$ cat config.mk
export PLATFORM = sky130hd
export DESIGN_NAME = multicycle_ctrl_flat
export DESIGN_NICKNAME = d
export VERILOG_FILES = /design/src/rtl/cpu_ctrl_pkg.sv /design/src/rtl/multicycle_ctrl_if.sv /design/src/rtl/multicycle_opdec.sv /design/src/rtl/multicycle_ctrl.sv /design/src/flat_wrapper.sv
export SDC_FILE = /design/constraint.sdc
export NUM_CORES = 1
export LEC_CHECK = 0
export ABC_AREA = 1
export CAP_MARGIN = 5
export CELL_PAD_IN_SITES_DETAIL_PLACEMENT = 0
export CELL_PAD_IN_SITES_GLOBAL_PLACEMENT = 2
export CORE_MARGIN = 1
export CORE_UTILIZATION = 19
export DETAILED_ROUTE_END_ITERATION = 7
export PLACE_DENSITY = 0.84
export SLEW_MARGIN = 20
export SYNTH_ARGS = -nofsm -noshare
export SYNTH_HDL_FRONTEND = slang
export SYNTH_SLANG_ARGS = --single-unit
$ cat constraint.sdc
create_clock -name clk -period 2.9 [get_ports clk]
set_input_delay 0.725 -clock clk [delete_from_list [all_inputs] [get_ports clk]]
set_output_delay 0.725 -clock clk [all_outputs]
set_load 0.03 [all_outputs]
$ cat src/rtl/cpu_ctrl_pkg.sv
// Shared encodings for the multicycle RV32I controller: state codes, opcodes,
// ALU op and mux-select codes, plus the decoded instruction-class bundle.
package cpu_ctrl_pkg;

    localparam logic [3:0] S_IDLE     = 4'd0;
    localparam logic [3:0] S_FETCH    = 4'd1;
    localparam logic [3:0] S_DECODE   = 4'd2;
    localparam logic [3:0] S_EX_R     = 4'd3;
    localparam logic [3:0] S_EX_I     = 4'd4;
    localparam logic [3:0] S_EX_ADDR  = 4'd5;
    localparam logic [3:0] S_MEM_RD   = 4'd6;
    localparam logic [3:0] S_MEM_WR   = 4'd7;
    localparam logic [3:0] S_EX_BR    = 4'd8;
    localparam logic [3:0] S_EX_JAL   = 4'd9;
    localparam logic [3:0] S_EX_JALR  = 4'd10;
    localparam logic [3:0] S_EX_LUI   = 4'd11;
    localparam logic [3:0] S_EX_AUIPC = 4'd12;
    localparam logic [3:0] S_WB_ALU   = 4'd13;
    localparam logic [3:0] S_WB_MEM   = 4'd14;
    localparam logic [3:0] S_TRAP     = 4'd15;

    localparam logic [6:0] OPC_R      = 7'b0110011;
    localparam logic [6:0] OPC_I      = 7'b0010011;
    localparam logic [6:0] OPC_LOAD   = 7'b0000011;
    localparam logic [6:0] OPC_STORE  = 7'b0100011;
    localparam logic [6:0] OPC_BRANCH = 7'b1100011;
    localparam logic [6:0] OPC_JAL    = 7'b1101111;
    localparam logic [6:0] OPC_JALR   = 7'b1100111;
    localparam logic [6:0] OPC_LUI    = 7'b0110111;
    localparam logic [6:0] OPC_AUIPC  = 7'b0010111;

    localparam logic [1:0] ALU_ADD   = 2'b00;
    localparam logic [1:0] ALU_SUB   = 2'b01;
    localparam logic [1:0] ALU_RTYPE = 2'b10;
    localparam logic [1:0] ALU_ITYPE = 2'b11;

    localparam logic [1:0] SRC_A_PC    = 2'b00;
    localparam logic [1:0] SRC_A_OLDPC = 2'b01;
    localparam logic [1:0] SRC_A_RS1   = 2'b10;
    localparam logic [1:0] SRC_A_ZERO  = 2'b11;

    localparam logic [1:0] SRC_B_RS2  = 2'b00;
    localparam logic [1:0] SRC_B_IMM  = 2'b01;
    localparam logic [1:0] SRC_B_FOUR = 2'b10;

    localparam logic [1:0] WB_ALUOUT = 2'b00;
    localparam logic [1:0] WB_MDR    = 2'b01;
    localparam logic [1:0] WB_PC     = 2'b10;

    typedef struct packed {
        logic r;
        logic i;
        logic load;
        logic store;
        logic branch;
        logic jal;
        logic jalr;
        logic lui;
        logic auipc;
    } op_class_t;

    function automatic logic is_mem_state(input logic [3:0] s);
        return (s == S_FETCH) || (s == S_MEM_RD) || (s == S_MEM_WR);
    endfunction

endpackage

$ cat src/rtl/multicycle_ctrl_if.sv
// Controller <-> datapath/memory signal bundle. illegal_instr exists only
// when MULTICYCLE_CTRL_TRAP_EN is defined.
interface multicycle_ctrl_if;
    logic [6:0] opcode;
    logic       mem_ready;
    logic       branch_taken;
    logic [1:0] alu_op;
    logic [1:0] alu_src_a;
    logic [1:0] alu_src_b;
    logic       pc_write;
    logic       pc_src;
    logic       ir_write;
    logic       mem_req;
    logic       mem_we;
    logic       i_or_d;
    logic       reg_write;
    logic [1:0] wb_sel;
    logic       instr_done;
`ifdef MULTICYCLE_CTRL_TRAP_EN
    logic       illegal_instr;
`endif

    modport master (
`ifdef MULTICYCLE_CTRL_TRAP_EN
        output illegal_instr,
`endif
        input  opcode, mem_ready, branch_taken,
        output alu_op, alu_src_a, alu_src_b, pc_write, pc_src, ir_write,
        output mem_req, mem_we, i_or_d, reg_write, wb_sel, instr_done
    );

    modport slave (
`ifdef MULTICYCLE_CTRL_TRAP_EN
        input  illegal_instr,
`endif
        output opcode, mem_ready, branch_taken,
        input  alu_op, alu_src_a, alu_src_b, pc_write, pc_src, ir_write,
        input  mem_req, mem_we, i_or_d, reg_write, wb_sel, instr_done
    );
endinterface

$ cat src/rtl/multicycle_opdec.sv
// Combinational opcode classifier: one-hot instruction class plus legal bit.
// Zero latency; no handshake.
module multicycle_opdec
    import cpu_ctrl_pkg::*;
(
    input  logic [6:0] opcode,
    output op_class_t  cls,
    output logic       legal
);
    always_comb begin
        cls = '0;
        case (opcode)
            OPC_R:      cls.r      = 1'b1;
            OPC_I:      cls.i      = 1'b1;
            OPC_LOAD:   cls.load   = 1'b1;
            OPC_STORE:  cls.store  = 1'b1;
            OPC_BRANCH: cls.branch = 1'b1;
            OPC_JAL:    cls.jal    = 1'b1;
            OPC_JALR:   cls.jalr   = 1'b1;
            OPC_LUI:    cls.lui    = 1'b1;
            OPC_AUIPC:  cls.auipc  = 1'b1;
            default:    cls        = '0;
        endcase
        legal = |cls;
    end
endmodule

$ cat src/rtl/multicycle_ctrl.sv
// Multicycle RV32I control FSM; Moore outputs except the mem_ready/branch_taken
// qualified enables. Memory states hold until mem_ready (or watchdog timeout).
// Optional trap state compiled in with MULTICYCLE_CTRL_TRAP_EN.
module multicycle_ctrl
    import cpu_ctrl_pkg::*;
#(
    parameter int WAIT_MAX = 0
) (
    input  logic               clk,
    input  logic               rst_n,
    multicycle_ctrl_if.master  bus
);
`ifdef MULTICYCLE_CTRL_TRAP_EN
    localparam logic [3:0] S_TIMEOUT = S_TRAP;
`else
    localparam logic [3:0] S_TIMEOUT = S_FETCH;
`endif

    logic [3:0] state, state_nxt;
    op_class_t  cls;
    logic       legal;
    logic       wd_hit;

    multicycle_opdec u_opdec (
        .opcode (bus.opcode),
        .cls    (cls),
        .legal  (legal)
    );

    always_ff @(posedge clk or negedge rst_n) begin
        if (!rst_n) state <= S_IDLE;
        else        state <= state_nxt;
    end

    generate
        if (WAIT_MAX > 0) begin : g_wdog
            localparam int CW = $clog2(WAIT_MAX + 1);
            logic [CW-1:0] wait_cnt;

            // Cleared on any state change so each memory state starts a fresh budget.
            always_ff @(posedge clk or negedge rst_n) begin
                if (!rst_n)
                    wait_cnt <= '0;
                else if ((state_nxt != state) || wd_hit)
                    wait_cnt <= '0;
                else if (is_mem_state(state))
                    wait_cnt <= wait_cnt + CW'(1);
            end

            assign wd_hit = is_mem_state(state) && !bus.mem_ready &&
                            (wait_cnt == CW'(WAIT_MAX));
        end else begin : g_no_wdog
            assign wd_hit = 1'b0;
        end
    endgenerate

    always_comb begin
        state_nxt = state;
        case (state)
            S_IDLE: state_nxt = S_FETCH;
            S_FETCH: begin
                if (bus.mem_ready) state_nxt = S_DECODE;
                else if (wd_hit)   state_nxt = S_TIMEOUT;
            end
            S_DECODE: begin
                if (cls.r)                        state_nxt = S_EX_R;
                else if (cls.i)                   state_nxt = S_EX_I;
                else if (cls.load || cls.store)   state_nxt = S_EX_ADDR;
                else if (cls.branch)              state_nxt = S_EX_BR;
                else if (cls.jal)                 state_nxt = S_EX_JAL;
                else if (cls.jalr)                state_nxt = S_EX_JALR;
                else if (cls.lui)                 state_nxt = S_EX_LUI;
                else if (cls.auipc)               state_nxt = S_EX_AUIPC;
`ifdef MULTICYCLE_CTRL_TRAP_EN
                else                              state_nxt = S_TRAP;
`else
                else                              state_nxt = S_FETCH;
`endif
            end
            S_EX_R, S_EX_I, S_EX_LUI, S_EX_AUIPC: state_nxt = S_WB_ALU;
            S_EX_ADDR: state_nxt = cls.load ? S_MEM_RD : S_MEM_WR;
            S_MEM_RD: begin
                if (bus.mem_ready) state_nxt = S_WB_MEM;
                else if (wd_hit)   state_nxt = S_TIMEOUT;
            end
            S_MEM_WR: begin
                if (bus.mem_ready) state_nxt = S_FETCH;
                else if (wd_hit)   state_nxt = S_TIMEOUT;
            end
            S_EX_BR, S_EX_JAL, S_EX_JALR, S_WB_ALU, S_WB_MEM: state_nxt = S_FETCH;
`ifdef MULTICYCLE_CTRL_TRAP_EN
            S_TRAP: state_nxt = S_TRAP;
`endif
            default: state_nxt = S_IDLE;
        endcase
    end

    logic [1:0] alu_op, alu_src_a, alu_src_b, wb_sel;
    logic       pc_write, pc_src, ir_write, mem_req, mem_we, i_or_d;
    logic       reg_write, instr_done, illegal;

    always_comb begin
        alu_op     = ALU_ADD;
        alu_src_a  = SRC_A_PC;
        alu_src_b  = SRC_B_RS2;
        wb_sel     = WB_ALUOUT;
        pc_write   = 1'b0;
        pc_src     = 1'b0;
        ir_write   = 1'b0;
        mem_req    = 1'b0;
        mem_we     = 1'b0;
        i_or_d     = 1'b0;
        reg_write  = 1'b0;
        instr_done = 1'b0;
        illegal    = 1'b0;
        case (state)
            S_FETCH: begin
                mem_req   = 1'b1;
                alu_src_b = SRC_B_FOUR;
                ir_write  = bus.mem_ready;
                pc_write  = bus.mem_ready;
            end
            S_DECODE: begin
                alu_src_a  = SRC_A_OLDPC;
                alu_src_b  = SRC_B_IMM;
`ifndef MULTICYCLE_CTRL_TRAP_EN
                instr_done = !legal;
`endif
            end
            S_EX_R: begin
                alu_src_a = SRC_A_RS1;
                alu_op    = ALU_RTYPE;
            end
            S_EX_I: begin
                alu_src_a = SRC_A_RS1;
                alu_src_b = SRC_B_IMM;
                alu_op    = ALU_ITYPE;
            end
            S_EX_LUI: begin
                alu_src_a = SRC_A_ZERO;
                alu_src_b = SRC_B_IMM;
            end
            S_EX_AUIPC: begin
                alu_src_a = SRC_A_OLDPC;
                alu_src_b = SRC_B_IMM;
            end
            S_EX_ADDR: begin
                alu_src_a = SRC_A_RS1;
                alu_src_b = SRC_B_IMM;
            end
            S_MEM_RD: begin
                mem_req = 1'b1;
                i_or_d  = 1'b1;
            end
            S_MEM_WR: begin
                mem_req    = 1'b1;
                mem_we     = 1'b1;
                i_or_d     = 1'b1;
                instr_done = bus.mem_ready;
            end
            S_EX_BR: begin
                alu_src_a  = SRC_A_RS1;
                alu_op     = ALU_SUB;
                pc_write   = bus.branch_taken;
                pc_src     = 1'b1;
                instr_done = 1'b1;
            end
            S_EX_JAL: begin
                // Target was formed in decode (oldPC + imm) and sits in ALUOut.
                pc_write   = 1'b1;
                pc_src     = 1'b1;
                reg_write  = 1'b1;
                wb_sel     = WB_PC;
                instr_done = 1'b1;
            end
            S_EX_JALR: begin
                alu_src_a  = SRC_A_RS1;
                alu_src_b  = SRC_B_IMM;
                pc_write   = 1'b1;
                reg_write  = 1'b1;
                wb_sel     = WB_PC;
                instr_done = 1'b1;
            end
            S_WB_ALU: begin
                reg_write  = 1'b1;
                instr_done = 1'b1;
            end
            S_WB_MEM: begin
                reg_write  = 1'b1;
                wb_sel     = WB_MDR;
                instr_done = 1'b1;
            end
`ifdef MULTICYCLE_CTRL_TRAP_EN
            S_TRAP: illegal = 1'b1;
`endif
            default: illegal = 1'b0;
        endcase
    end

    assign bus.alu_op     = alu_op;
    assign bus.alu_src_a  = alu_src_a;
    assign bus.alu_src_b  = alu_src_b;
    assign bus.pc_write   = pc_write;
    assign bus.pc_src     = pc_src;
    assign bus.ir_write   = ir_write;
    assign bus.mem_req    = mem_req;
    assign bus.mem_we     = mem_we;
    assign bus.i_or_d     = i_or_d;
    assign bus.reg_write  = reg_write;
    assign bus.wb_sel     = wb_sel;
    assign bus.instr_done = instr_done;
`ifdef MULTICYCLE_CTRL_TRAP_EN
    assign bus.illegal_instr = illegal;
`else
    logic unused_illegal;
    assign unused_illegal = illegal;
`endif

endmodule
$ cat src/flat_wrapper.sv
// flat-port wrapper written by rule: the top's interface ports become plain ports
module multicycle_ctrl_flat import cpu_ctrl_pkg::*;
#(
    parameter int WAIT_MAX = 0
)
  (clk, rst_n, bus_opcode, bus_mem_ready, bus_branch_taken, bus_alu_op, bus_alu_src_a, bus_alu_src_b, bus_pc_write, bus_pc_src, bus_ir_write, bus_mem_req, bus_mem_we, bus_i_or_d, bus_reg_write, bus_wb_sel, bus_instr_done);
  multicycle_ctrl_if bus_i ();
  input  logic clk;
  input  logic rst_n;
  input wire logic [$bits(bus_i.opcode)-1:0] bus_opcode;
  input wire logic [$bits(bus_i.mem_ready)-1:0] bus_mem_ready;
  input wire logic [$bits(bus_i.branch_taken)-1:0] bus_branch_taken;
  output wire logic [$bits(bus_i.alu_op)-1:0] bus_alu_op;
  output wire logic [$bits(bus_i.alu_src_a)-1:0] bus_alu_src_a;
  output wire logic [$bits(bus_i.alu_src_b)-1:0] bus_alu_src_b;
  output wire logic [$bits(bus_i.pc_write)-1:0] bus_pc_write;
  output wire logic [$bits(bus_i.pc_src)-1:0] bus_pc_src;
  output wire logic [$bits(bus_i.ir_write)-1:0] bus_ir_write;
  output wire logic [$bits(bus_i.mem_req)-1:0] bus_mem_req;
  output wire logic [$bits(bus_i.mem_we)-1:0] bus_mem_we;
  output wire logic [$bits(bus_i.i_or_d)-1:0] bus_i_or_d;
  output wire logic [$bits(bus_i.reg_write)-1:0] bus_reg_write;
  output wire logic [$bits(bus_i.wb_sel)-1:0] bus_wb_sel;
  output wire logic [$bits(bus_i.instr_done)-1:0] bus_instr_done;
  assign bus_i.opcode = bus_opcode;
  assign bus_i.mem_ready = bus_mem_ready;
  assign bus_i.branch_taken = bus_branch_taken;
  assign bus_alu_op = bus_i.alu_op;
  assign bus_alu_src_a = bus_i.alu_src_a;
  assign bus_alu_src_b = bus_i.alu_src_b;
  assign bus_pc_write = bus_i.pc_write;
  assign bus_pc_src = bus_i.pc_src;
  assign bus_ir_write = bus_i.ir_write;
  assign bus_mem_req = bus_i.mem_req;
  assign bus_mem_we = bus_i.mem_we;
  assign bus_i_or_d = bus_i.i_or_d;
  assign bus_reg_write = bus_i.reg_write;
  assign bus_wb_sel = bus_i.wb_sel;
  assign bus_instr_done = bus_i.instr_done;
  multicycle_ctrl #(.WAIT_MAX(WAIT_MAX)) u_core (.clk(clk), .rst_n(rst_n), .bus(bus_i));
endmodule
# After elaboration in Yosys (flattened, before gate mapping)
# Index checks and enable logic that the tools add are counted.
# totals
word_cells	77
ff_bits	4
out_inout_bits	16
inputBits	11
# classes
n_reduce_logical	16
mux	34
n_eq_ne	26
# ops
cell	count
$mux W4	11
$eq A4 B4 Y1 const B	7
$pmux W4 S7	1
$eq A7 B6 Y1 const B	3
$eq A7 B7 Y1 const B	3
$eq A4 B3 Y1 const B	4
$mux W1	16
$eq A7 B5 Y1 const B	2
$pmux W2 S3	2
$reduce_or A6 Y1	2
$reduce_or A5 Y1	2
$reduce_or A9 Y1	1
$eq A4 B2 Y1 const B	2
$pmux W2 S2	2
$reduce_or A2 Y1	4
$reduce_or A4 Y1	2
$eq A7 B2 Y1 const B	1
$ne A2 B2 Y1 const B	3
$pmux W1 S3	2
$eq A4 B1 Y1 const B	1
$logic_not A4 Y1	1
$reduce_and A3 Y1	1
$reduce_or A3 Y1	1
$logic_not A1 Y1	1
$logic_or A1 B1 Y1	1

# Longest topological paths before layout
# Gate-level depths: netlist of the first run.
# depth
word_depth	11
depth_mapped	10
depth_no_buf	10

# Cells and area by module
# A second synthesis of the first run with hierarchy kept.
# unflattened
hier_cells	142
hier_area_um2	720.7
# by_module_without_submodules
module	n_inst	cells_each	area_each_um2
multicycle_ctrl	1	104	553.0
multicycle_opdec	1	38	167.7

# Worst setup path after synthesis of the first run
# Ideal clock, no wire load.
# synth_path
kind	input -> output
start	input bus_opcode[1]
end	output bus_instr_done
path_slack_ns	0.316
arrival_ns	1.859
path_stages	7
path_buffers	0
cell_sequence	nand2_1 -> inv_1 -> nand2_1 -> nand2_1 -> nand2_1 -> nand3_1 -> o21ai_0
# synth_between
elab_chain_len	5
elab_cells_between_ends	21
cone_classes	9 x eq/ne; 10 x mux; 2 x reduce/logical
# synth_lines
element	line	source
start: declaration	flat_wrapper.sv:10	input wire logic [$bits(bus_i.opcode)-1:0] bus_opcode;
$eq A7 B5 Y1, or another cell as far along	multicycle_opdec.sv:12	case (opcode)
$mux W1	multicycle_opdec.sv:12	
$reduce_or A9 Y1 (*)	multicycle_opdec.sv:24	legal = |cls;
$logic_not A1 Y1 (*)	multicycle_ctrl.sv:127	instr_done = !legal;
$pmux W1 S3 (*)	multicycle_ctrl.sv:116	case (state)
end: declaration	flat_wrapper.sv:24	output wire logic [$bits(bus_i.instr_done)-1:0] bus_instr_done;
# Every way passes the cells marked *; elsewhere a longest branch is shown, timed or not.

# Worst setup path after layout of the first run
# layout_path
start	input bus_mem_ready
end	output bus_ir_write
# layout_between
elab_chain_len	1
# layout_lines
element	line	source
start: declaration	flat_wrapper.sv:11	input wire logic [$bits(bus_i.mem_ready)-1:0] bus_mem_ready;
$mux W1	multicycle_ctrl.sv:116	
end: declaration	flat_wrapper.sv:18	output wire logic [$bits(bus_i.ir_write)-1:0] bus_ir_write;
# No other way between the ends.

==> summary.txt, run 1 <==
Outcome
  • Status: complete, no violations

Route
  • DRT Pass-1 Iters: 4
  • Total number of vias: 784
  • Vias per cell: 4.02
  • First DRT Iteration DRCs: 11
  • Routed wire per std cell: 8.09 microns
  • DRT Wirelength: 1.58 mm
  • DRC viols: 0
  • Final ANT Viol Nets: 0

Layout
  • Largest register FFs: 4
  • Layout cells sized above 1: 11.3%
  • Layout area overhead: 58.3%
  • Post-route cell area: 958 sq um
  • Fillers: 352
  • Diode count: 0
  • Commonest cells after routing, fill and taps aside: nand2_1 (41), nor2_1 (26), clkdlybuf4s50_1 (22)
  • Regs by FF count: u_core.state (4)
  • Biggest register: u_core.state
  • Most common cell after layout, fill and taps aside: nand2_1
  • Nets: 164

Setup path
  • Worst path slowest cell: clkdlybuf4s50_1
  • Critical path required time: 2.17 ns
  • Crit path top cell by count: clkdlybuf4s50_1
  • Reg2reg start: u_core.state[1]
  • Worst setup endpoint: bus_ir_write
  • Worst path cell trace: clkdlybuf4s50_1 -> inv_1 -> nor2_1 -> clkdlybuf4s50_1
  • Critical path endpoint category: output pin
  • Flop2flop setup slack: 1.58 ns
  • Startpoint types: primary input
  • Largest stage delay, worst path: 0.69 ns
  • Worst Path Arrival: 2.06 ns
  • CP startpoint: bus_mem_ready
  • Setup Crit Path Kind: primary input to output pin
  • Crit Path Max Fanout: 2
  • R2R depth: 8
  • Worst R2R End: u_core.state[2]

CTS
  • H-tree lvl count: 1
  • Worst-Skew Late Latency: 0.23 ns
  • Sink Count: 4
  • Post-CTS Setup Bufs: 0
  • Cts bufs inserted: 3
  • CTS tree: built
  • Clock slew at reported path FFs: 0.04 ns
  • Hold_buf cts: 0
  • Deepest clock path buffer count: 2
  • CTS root buffer: clkbuf_4

STA
  • Least-Margin Pin Slew: 0.326 ns
  • Final setup violating endpoints: 0
  • Crit path time final: 2.78 ns
  • Worst slew margin: 78.2%
  • Fin. Hold Viols: 0
  • FMAX: 359 MHz
  • Setup TNS Final: 0 ns
  • Final worst-path cycle share: 96.0%
  • RSZ-0062 raised after global routing: no
  • Fin. max-slew vios: 0
  • Setup Skew: 0.00180 ns

Global routing
  • Wire length of the first global-routing pass: 2.84 mm
  • Total grt overflow: 0
  • Initial antenna violation count: 0
  • Total global-route track usage: 10.4%
  • Largest net degree at the start of global routing: 7
  • Vias in the first global route: 733

Floorplanning
  • FP Rows: 20
  • Core area: 3030 sq um
  • Initial Util: 20.0%
  • IO Pins: 27
  • Die W: 58.5 microns
  • Die Y: 58.5 microns
  • Die Footprint: 3420 sq um

Synth
  • Synthesized net count: 131
  • Yosys warns: 0
  • Synth Instances: 120
  • Post-synthesis register bit count: 4
  • Sequential cell area fraction in the yosys report: 16.5%
  • Netlist Area Pre-Place: 606 sq um
  • Mapped Avg Cell Area: 5.05 sq um
  • Distinct cells, synth: 16

Power and ir drop
  • Psw: 0.569 mW
  • Clock network power share: 6.9%
  • Peak supply drop: 0.000363 V
  • Flop pwr share: 11.3%
  • Internal power: 0.439 mW
  • Comb power frac: 81.9%
  • P per Cell Area: 1050 nW/um^2
  • Leakage: 0.542 nW
  • Sw frac: 56.5%

Placement
  • Port Buffers: 26
  • GPL Wtd Cong: 0.863
  • DP HPWL: 1.42 mm
  • Cell Area, Placed: 931 sq um

Worst hold path
  • Worst Hold Class: flip-flop to flip-flop

Run
  • Max Cap Viol: 0
==> Yosys cell counts <==
cell | count | area share [%]
a211o_1 | 1 | 1.4
a21oi_1 | 2 | 1.7
dfrtp_1 | 4 | 17
inv_1 | 19 | 12
inv_2 | 3 | 1.9
nand2_1 | 41 | 25
nand2_4 | 1 | 1.9
nand3_1 | 8 | 6.6
nand4_1 | 2 | 2.1
nor2_1 | 26 | 16
nor2_2 | 3 | 3.1
nor2_4 | 2 | 3.7
o21a_1 | 2 | 2.5
o21ai_0 | 4 | 3.3
o22ai_1 | 1 | 1.0
or2_2 | 1 | 1.0
==> worst max-delay path: cells and delay by family <==
family                 cells  cell delay [ns]
buffers and inverters      3             1.19
AND/OR/NAND/NOR            1             0.15
==> logic make-up (layout without fill, tap and decap cells) <==
| logic type | Yosys count | in the layout | synth area share [%] |
|---|---|---|---|
| flops | 4 | 4 | 16.5 |
| compound gates | 10 | 10 | 9.92 |
| buf+inv | 22 | 53 | 13.6 |
| simple gates | 84 | 84 | 59.9 |
==> timing repair <==
item,in CTS,in global routing
hold endpoints to repair,0,0
resized for setup,0,3
setup endpoints to repair,0,3
==> cell type report <==
class	count	area (sq um)	share of cell area, %
flip-flops and latches	4	100	10.4
clock buffers	3	22.5	2.35
inverters	22	82.6	8.62
well taps	44	55.1	5.74
multi-input cells	94	423	44.1
repair buffers	28	275	28.7
==> metrics by stage <==
step / hold slack, ns / utilization, % / setup slack [ns] / cells / total power [mW]
2_1_floorplan: 0.429 / - / 0.316 / 120 / 0.653
3_3_place_gp: 0.516 / 30.7 / 0.0933 / 192 / 0.962
3_5_place_dp: 0.507 / 30.7 / 0.0962 / 192 / 0.950
4_1_cts: 0.519 / 31.5 / 0.0938 / 195 / 1.02
5_1_grt: 0.555 / 31.7 / 0.0434 / 195 / 1.10
6_report: 0.516 / 31.7 / 0.117 / 195 / 1.01
==> power by group through the flow <==
stage                     Sequential, mW  Combinational (mW)  Clock (mW)
after floorplan                    0.106               0.547           0
after CTS                          0.113               0.838      0.0738
final                              0.114               0.825      0.0693
after global placement             0.116               0.846           0
after global routing               0.119               0.904      0.0775
after detailed placement           0.113               0.837           0
==> how the worst min path moves through the flow <==
stage | cells past startpoint | slack, ns | startpoint | to
finish | 2 | 0.52 | u_core.state[0] | u_core.state[0]
global route | 2 | 0.56 | u_core.state[0] | u_core.state[0]
CTS | 2 | 0.52 | u_core.state[0] | u_core.state[0]
detailed placement | 2 | 0.51 | u_core.state[0] | u_core.state[0]
global placement | 2 | 0.52 | u_core.state[0] | u_core.state[0]
floorplan | 0 | 0.43 | rst_n | u_core.state[0]
==> routing by layer <==
layer,share of wire [%],up-vias,GRT usage [%]
li1,-,429,-
met1,48,346,12.3
met2,49,7,19.4
met3,2.5,2,0.879
met4,1.1,0,4.08
met5,0,-,0
(Power assumes the default switching activity.)
==> run 2: changes to the inputs <==
- MAX_ROUTING_LAYER: not set -> met4
==> results of run 2 <==
Same layout as run 1: the final DEF is identical, and so are final timing and power.
Among the figures that moved: final weighted congestion in routability-driven placement 0.863 -> 0.877; overall routing resource usage 10.4% -> 10.7%
